===== config.mk =====
export PLATFORM = sky130hd
export DESIGN_NAME = regfile
export DESIGN_NICKNAME = d
export VERILOG_FILES = /design/src/rtl/regfile.sv
export SDC_FILE = /design/constraint.sdc
export NUM_CORES = 2
export LEC_CHECK = 0
export ABC_CLOCK_PERIOD_IN_PS = 28100
export BUFFER_PORTS_ARGS = -buffer_cell sky130_fd_sc_hd__buf_2
export CAP_MARGIN = 25
export CELL_PAD_IN_SITES_DETAIL_PLACEMENT = 1
export CELL_PAD_IN_SITES_GLOBAL_PLACEMENT = 2
export CORE_MARGIN = 3
export CORE_UTILIZATION = 43
export CTS_CLUSTER_SIZE = 25
export DETAILED_ROUTE_END_ITERATION = 12
export PLACE_DENSITY = 0.84
export SYNTH_ARGS = -nofsm -noshare
export SYNTH_HDL_FRONTEND = slang
export SYNTH_SLANG_ARGS = --single-unit

===== constraint.sdc =====
create_clock -name clk_i -period 28.1 [get_ports clk_i]
set_input_delay 2.81 -clock clk_i [delete_from_list [all_inputs] [get_ports clk_i]]
set_output_delay 2.81 -clock clk_i [all_outputs]
set_load 0.01 [all_outputs]

===== src/rtl/regfile.sv =====
// 32 x 32-bit MIPS register file: two combinational read ports, one write port, $0 hardwired to zero.
// Optional same-cycle write-to-read forwarding is compiled in when REGFILE_BYPASS_EN is defined.
module regfile #(
  parameter int REG_NUM   = 32,
  parameter int REG_WIDTH = 32
) (
  input  logic                 clk_i,
  input  logic                 rst_i,
  input  logic                 we_i,
  input  logic [4:0]           waddr_i,
  input  logic [REG_WIDTH-1:0] wdata_i,
  input  logic                 re1_i,
  input  logic [4:0]           raddr1_i,
  output logic [REG_WIDTH-1:0] rdata1_o,
  input  logic                 re2_i,
  input  logic [4:0]           raddr2_i,
  output logic [REG_WIDTH-1:0] rdata2_o
);

  logic [REG_WIDTH-1:0] regs_q [REG_NUM];
  logic [REG_WIDTH-1:0] regs_d [REG_NUM];

  // Next-state of the array: one write per cycle, writes to $0 dropped
  always_comb begin
    regs_d = regs_q;
    if (we_i && (waddr_i != 5'd0)) begin
      regs_d[waddr_i] = wdata_i;
    end else begin
      regs_d = regs_q;
    end
    regs_d[0] = {REG_WIDTH{1'b0}};
  end

  // Storage array with asynchronous clear
  always_ff @(posedge clk_i or posedge rst_i) begin
    if (rst_i) begin
      for (int i = 0; i < REG_NUM; i++) begin
        regs_q[i] <= {REG_WIDTH{1'b0}};
      end
    end else begin
      regs_q <= regs_d;
    end
  end

  // Port 1 read mux: reset, enable, zero register, bypass, array
  always_comb begin
    if (rst_i) begin
      rdata1_o = {REG_WIDTH{1'b0}};
    end else if (!re1_i) begin
      rdata1_o = {REG_WIDTH{1'b0}};
    end else if (raddr1_i == 5'd0) begin
      rdata1_o = {REG_WIDTH{1'b0}};
`ifdef REGFILE_BYPASS_EN
    end else if (we_i && (waddr_i == raddr1_i)) begin
      rdata1_o = wdata_i;
`endif
    end else begin
      rdata1_o = regs_q[raddr1_i];
    end
  end

  // Port 2 read mux, same priority as port 1
  always_comb begin
    if (rst_i) begin
      rdata2_o = {REG_WIDTH{1'b0}};
    end else if (!re2_i) begin
      rdata2_o = {REG_WIDTH{1'b0}};
    end else if (raddr2_i == 5'd0) begin
      rdata2_o = {REG_WIDTH{1'b0}};
`ifdef REGFILE_BYPASS_EN
    end else if (we_i && (waddr_i == raddr2_i)) begin
      rdata2_o = wdata_i;
`endif
    end else begin
      rdata2_o = regs_q[raddr2_i];
    end
  end

endmodule


# Word level (Yosys, flattened, before mapping)
# Cells that the tools add are included.
dict set report op_classes {
  n_lt_le_gt_ge 4
  n_mux 15
  bitwise 3
  n_reduce_logical 5
}
# operator n
set op_table {}
lappend op_table {{bitwise mux 1024 bit} 1}
lappend op_table {{two-way mux 32 bit} 11}
lappend op_table {{binary-select mux 32 bit (select 5 bit)} 2}
lappend op_table {{demux 32 bit (select 5 bit)} 1}
lappend op_table {{>= comparator 6 bit (second input constant)} 3}
lappend op_table {{NOT 5 -> 6 bit} 3}
lappend op_table {{logical NOT 5 bit} 2}
lappend op_table {{less-than comparator 6 x 1 -> 1 bit (second input constant)} 1}
lappend op_table {{nonzero test 5 bit} 1}
lappend op_table {{logical AND 1 bit} 2}
dict set report word_totals {
  regBits 992
  wordCells 58
}

# Logic depth before layout (Yosys ltp)
dict set report depth {
  ltp_word 7
  mapped_depth 9
  depth_no_buf 4
}

# Worst setup path after synthesis
# Ideal clock, no wire load.
dict set report synth_path {
  kind {input port to output port}
  from {input port raddr2_i[0]}
  to {output port rdata2_o[18]}
  arrival_ns 4.350
  path_slack_ns 20.940
  cell_stages 6
  path_cell_list {buf_4 buf_2 mux4_2 mux2_2 a221oi_1 nor4_1}
}
dict set report synth_between {
  elab_chain_len 7
}
# item line
set synth_rtl {}
lappend synth_rtl {{from (decl)} 16} ;# input logic [4:0] raddr2_i,
lappend synth_rtl {{NOT 5 -> 6 bit (not written as such)} 75} ;# rdata2_o = regs_q[raddr2_i];
lappend synth_rtl {{binary-select mux 32 bit (select 5 bit)} 75}
lappend synth_rtl {{two-way mux 32 bit (not written as such) (2 in a row)} 75}
lappend synth_rtl {{two-way mux 32 bit *} 68} ;# end else if (raddr2_i == 5'd0) begin
lappend synth_rtl {{two-way mux 32 bit *} 66} ;# end else if (!re2_i) begin
lappend synth_rtl {{two-way mux 32 bit *} 64} ;# if (rst_i) begin
lappend synth_rtl {{to (decl)} 17} ;# output logic [REG_WIDTH-1:0] rdata2_o
# Every way passes the cells marked *; elsewhere a longest branch is shown, timed or not. The select of a mux whose other input is x is not followed.

# Worst setup path after layout
dict set report layout_path {
  from {input port raddr2_i[0]}
  to {output port rdata2_o[2]}
}
# The elaborated chain is that of the path after synthesis.

==> results.yml <==
status:
  status: "finished, final reports clean"
synthesis:
  syn-num-nets: 3625
  synthCells: 3573
  synth_edf_count: 0
  netlist-cell-type-count: 48
  synth-seq-area-share: 0.463
  syn_area_sq_mm: 0.0536
  yosysTopAreaCell: "dfrtp_1"
  syn_avg_cell_area_sq_um: 15.0
  ys_warn_count: 0
  synth_flop_cell: "dfrtp_1"
  synth.area.top_cells: "dfrtp_1 (46%), mux2_2 (23%), mux4_2 (17%)"
  synthArstFlopShare: 1.00
  synth_seq_cells: 992
  yosysTopAreaCellShare: 0.463
drt:
  postRouteAntennaNets: 0
  dr.pass1.iters: 5
  vias_per_cell: 6.73
  drt_iter0_drc: 3792
  drc: 0
  wl_per_cell_um: 35.2
  vias: 35200
  wl_um: 184000
global_routing:
  grt_max_degree: 172
  grt_pass1_vias: 37400
  grt_pass1_wl_um: 267000
  antenna_found_initial: 17
  grtUsageTotal: 0.281
  overflow: 0
clock_tree:
  cts_tree: "built"
  clk_pin_slew_ns: 0.06
  cts_resized: 0
  cts_sinks: 992
  cts_setup_buffers: 0
  cts_buffers: 107
  htree_num_levels: 3
  clkLatencyLatePin_ns: 0.68
  root_buffer: "clkbuf_16"
  hold_buffers: 0
  cts_buffer_depth: 3
floorplanning:
  die_h_um: 359
  fp.dieArea_sq_mm: 0.129
  die_w_um: 359
  core-area_sq_mm: 0.123
  std_cell_rows: 128
  ioPinCount: 116
  start_util: 0.437
sta:
  tns_ns: 0
  whs_ns: 0.524
  fin_ws_ns: 18.27
  fmax_ghz: 0.102
  period_needed_ns: 9.83
  rsz0062_at_grt: "false"
  maxSlewViolCount: 0
  relSlewSlack: 0.232
  finClkSkew_ns: 0
  period_share: 0.350
  finalSetupViolCount: 0
  hold_viol: 0
  tightest_slew_ns: 1.15
worst_setup_path:
  crit_top_cell: "buf_4"
  crit_fanout: 56
  path_buf_inv: 5
  critPathCaptureType: "output port"
  startpoint: "raddr2_i[0]"
  crit_type: "input port to output port"
  ff2ff_path_depth: 1
  rrSetupSlack_ns: 27.25
  crit_required_ns: 25.29
  start_kind: "input port"
  critPathArrivalTime_ns: 7.02
  r2r_start: "regs_q[178]$_DFFE_PP0P_"
  slowest_delay_ns: 0.74
  slowest_stage: "a221oi_1"
  critical_path_depth: 9
  endpoint: "rdata2_o[2]"
  path_delay_family: "buffers and inverters"
  worstPathCellList: "buf_8 -> buf_4 -> buf_4 -> buf_4 -> mux2i_1 -> a22oi_1 -> a31oi_1 -> a221oi_1 -> buf_2"
  timing.rr.end: "regs_q[178]$_DFFE_PP0P_"
power_and_ir_drop:
  peakVddDrop_mv: 0.0490
  leakage_nw: 25.1
  fin_total_pwr_mw: 4.20
  p_per_area_mw_per_mm2: 71.3
final_layout:
  fin_nets: 3555
  synthToLayoutAreaGrowth_pct: 9.98
  top_register: "regs_q"
  final_core_util: 0.480
  nFillCells: 11900
  fin_cells: 5223
  regArea_sq_mm: 0.0248
  multiInputGateArea_sq_mm: 0.0271
  layout_top_registers: "regs_q (992)"
  finalInstanceArea_sq_mm: 0.0589
  drive_gt1_frac: 0.549
  largest_reg_flops: 992
place:
  place_area_sq_mm: 0.0553
  dp_cells: 5012
  hpwl_um: 104000
  gp_congestion: 0.788
  portBuffers: 115
  dp_slack_ns: 18.21
flow_run:
  drv_cap: 0
min_path:
  worstHoldPathType: "flip-flop to flip-flop"
==> metal layers <==
| metal | vias up | part of all wire | track usage |
|---|---|---|---|
| met4 | 4 | 0.045 | 0.117 |
| li1 | 13800 | - | - |
| met2 | 1512 | 0.46 | 0.437 |
| met5 | - | 0.00014 | 0 |
| met1 | 19400 | 0.41 | 0.383 |
| met3 | 422 | 0.078 | 0.0594 |
==> kinds of logic (layout without fill, tap and decap cells) <==
| family | Yosys count | count (layout) | synth area share |
|---|---|---|---|
| AOI/OAI and AO/OA | 320 | 320 | 0.0487 |
| and+or+nand+nor | 239 | 239 | 0.0251 |
| muxes | 1626 | 1626 | 0.427 |
| other | 0 | 11 | 0 |
| DFF | 992 | 992 | 0.463 |
| buffers and inverters | 396 | 410 | 0.0363 |
==> cell usage in the layout, fill, tap and decap left out, types with 8 or more instances in the layout <==
cell / n
mux2_2: 1115
dfrtp_1: 992
mux4_2: 415
buf_2: 110
clkbuf_16: 109
mux2i_1: 96
buf_4: 90
a221o_1: 61
a211oi_1: 61
a22oi_1: 50
nor2b_1: 45
a221oi_1: 45
a31oi_1: 32
clkbuf_8: 31
nand2b_1: 29
nand3_1: 26
nand2_1: 26
clkbuf_1: 26
nor4_1: 24
o221ai_1: 20
a21oi_1: 17
clkinv_2: 17
nor2_4: 16
a32oi_1: 15
nand2_2: 12
diode_2: 11
nor3b_1: 8
nand3b_1: 8
==> how the worst min path moves through the flow <==
stage / start / end / slack [ns] / cells past startpoint
final: regs_q[257]$_DFFE_PP0P_ / regs_q[257]$_DFFE_PP0P_ / 0.52 / 1
after CTS: regs_q[907]$_DFFE_PP0P_ / regs_q[907]$_DFFE_PP0P_ / 0.53 / 1
after global routing: regs_q[806]$_DFFE_PP0P_ / regs_q[806]$_DFFE_PP0P_ / 0.53 / 1
after floorplan: regs_q[926]$_DFFE_PP0P_ / regs_q[926]$_DFFE_PP0P_ / 0.49 / 1
after detailed placement: regs_q[824]$_DFFE_PP0P_ / regs_q[824]$_DFFE_PP0P_ / 0.51 / 1
after global placement: regs_q[920]$_DFFE_PP0P_ / regs_q[920]$_DFFE_PP0P_ / 0.50 / 1
==> cell usage after synthesis, drive strengths merged, types with 2 or more instances <==
| library cell | count |
|---|---|
| a21oi | 17 |
| a32oi | 15 |
| or2 | 5 |
| a221oi | 45 |
| a22oi | 50 |
| nor4 | 24 |
| mux2 | 1115 |
| nor3 | 4 |
| o2111a | 2 |
| clkbuf | 188 |
| mux4 | 415 |
| a31oi | 32 |
| nor3b | 11 |
| and3b | 2 |
| nand3b | 8 |
| nor2 | 24 |
| nor2b | 57 |
| nand2 | 41 |
| and2 | 5 |
| o41ai | 2 |
| o22ai | 6 |
| buf | 205 |
| o41a | 2 |
| a211oi | 61 |
| nand3 | 26 |
| inv | 3 |
| dfrtp | 992 |
| nand2b | 29 |
| o221ai | 20 |
| mux2i | 96 |
| a221o | 61 |
==> where the power goes <==
part,switching [mW],leakage (nW),internal (mW)
registers,0.216,12.7,1.71
logic,0.349,10.7,0.512
clock network,0.600,1.72,0.816
==> area by class of cell <==
type,instances,share of cell area
Antenna cell,11,0.000467
Clock buffer,165,0.0549
Clock inverter,28,0.00410
Inverter,3,0.000255
Multi-Input combinational cell,2185,0.459
Sequential cell,992,0.421
Tap cell,1625,0.0345
Timing Repair Buffer,214,0.0255
No activity file was read; power rests on OpenSTA's default activity.
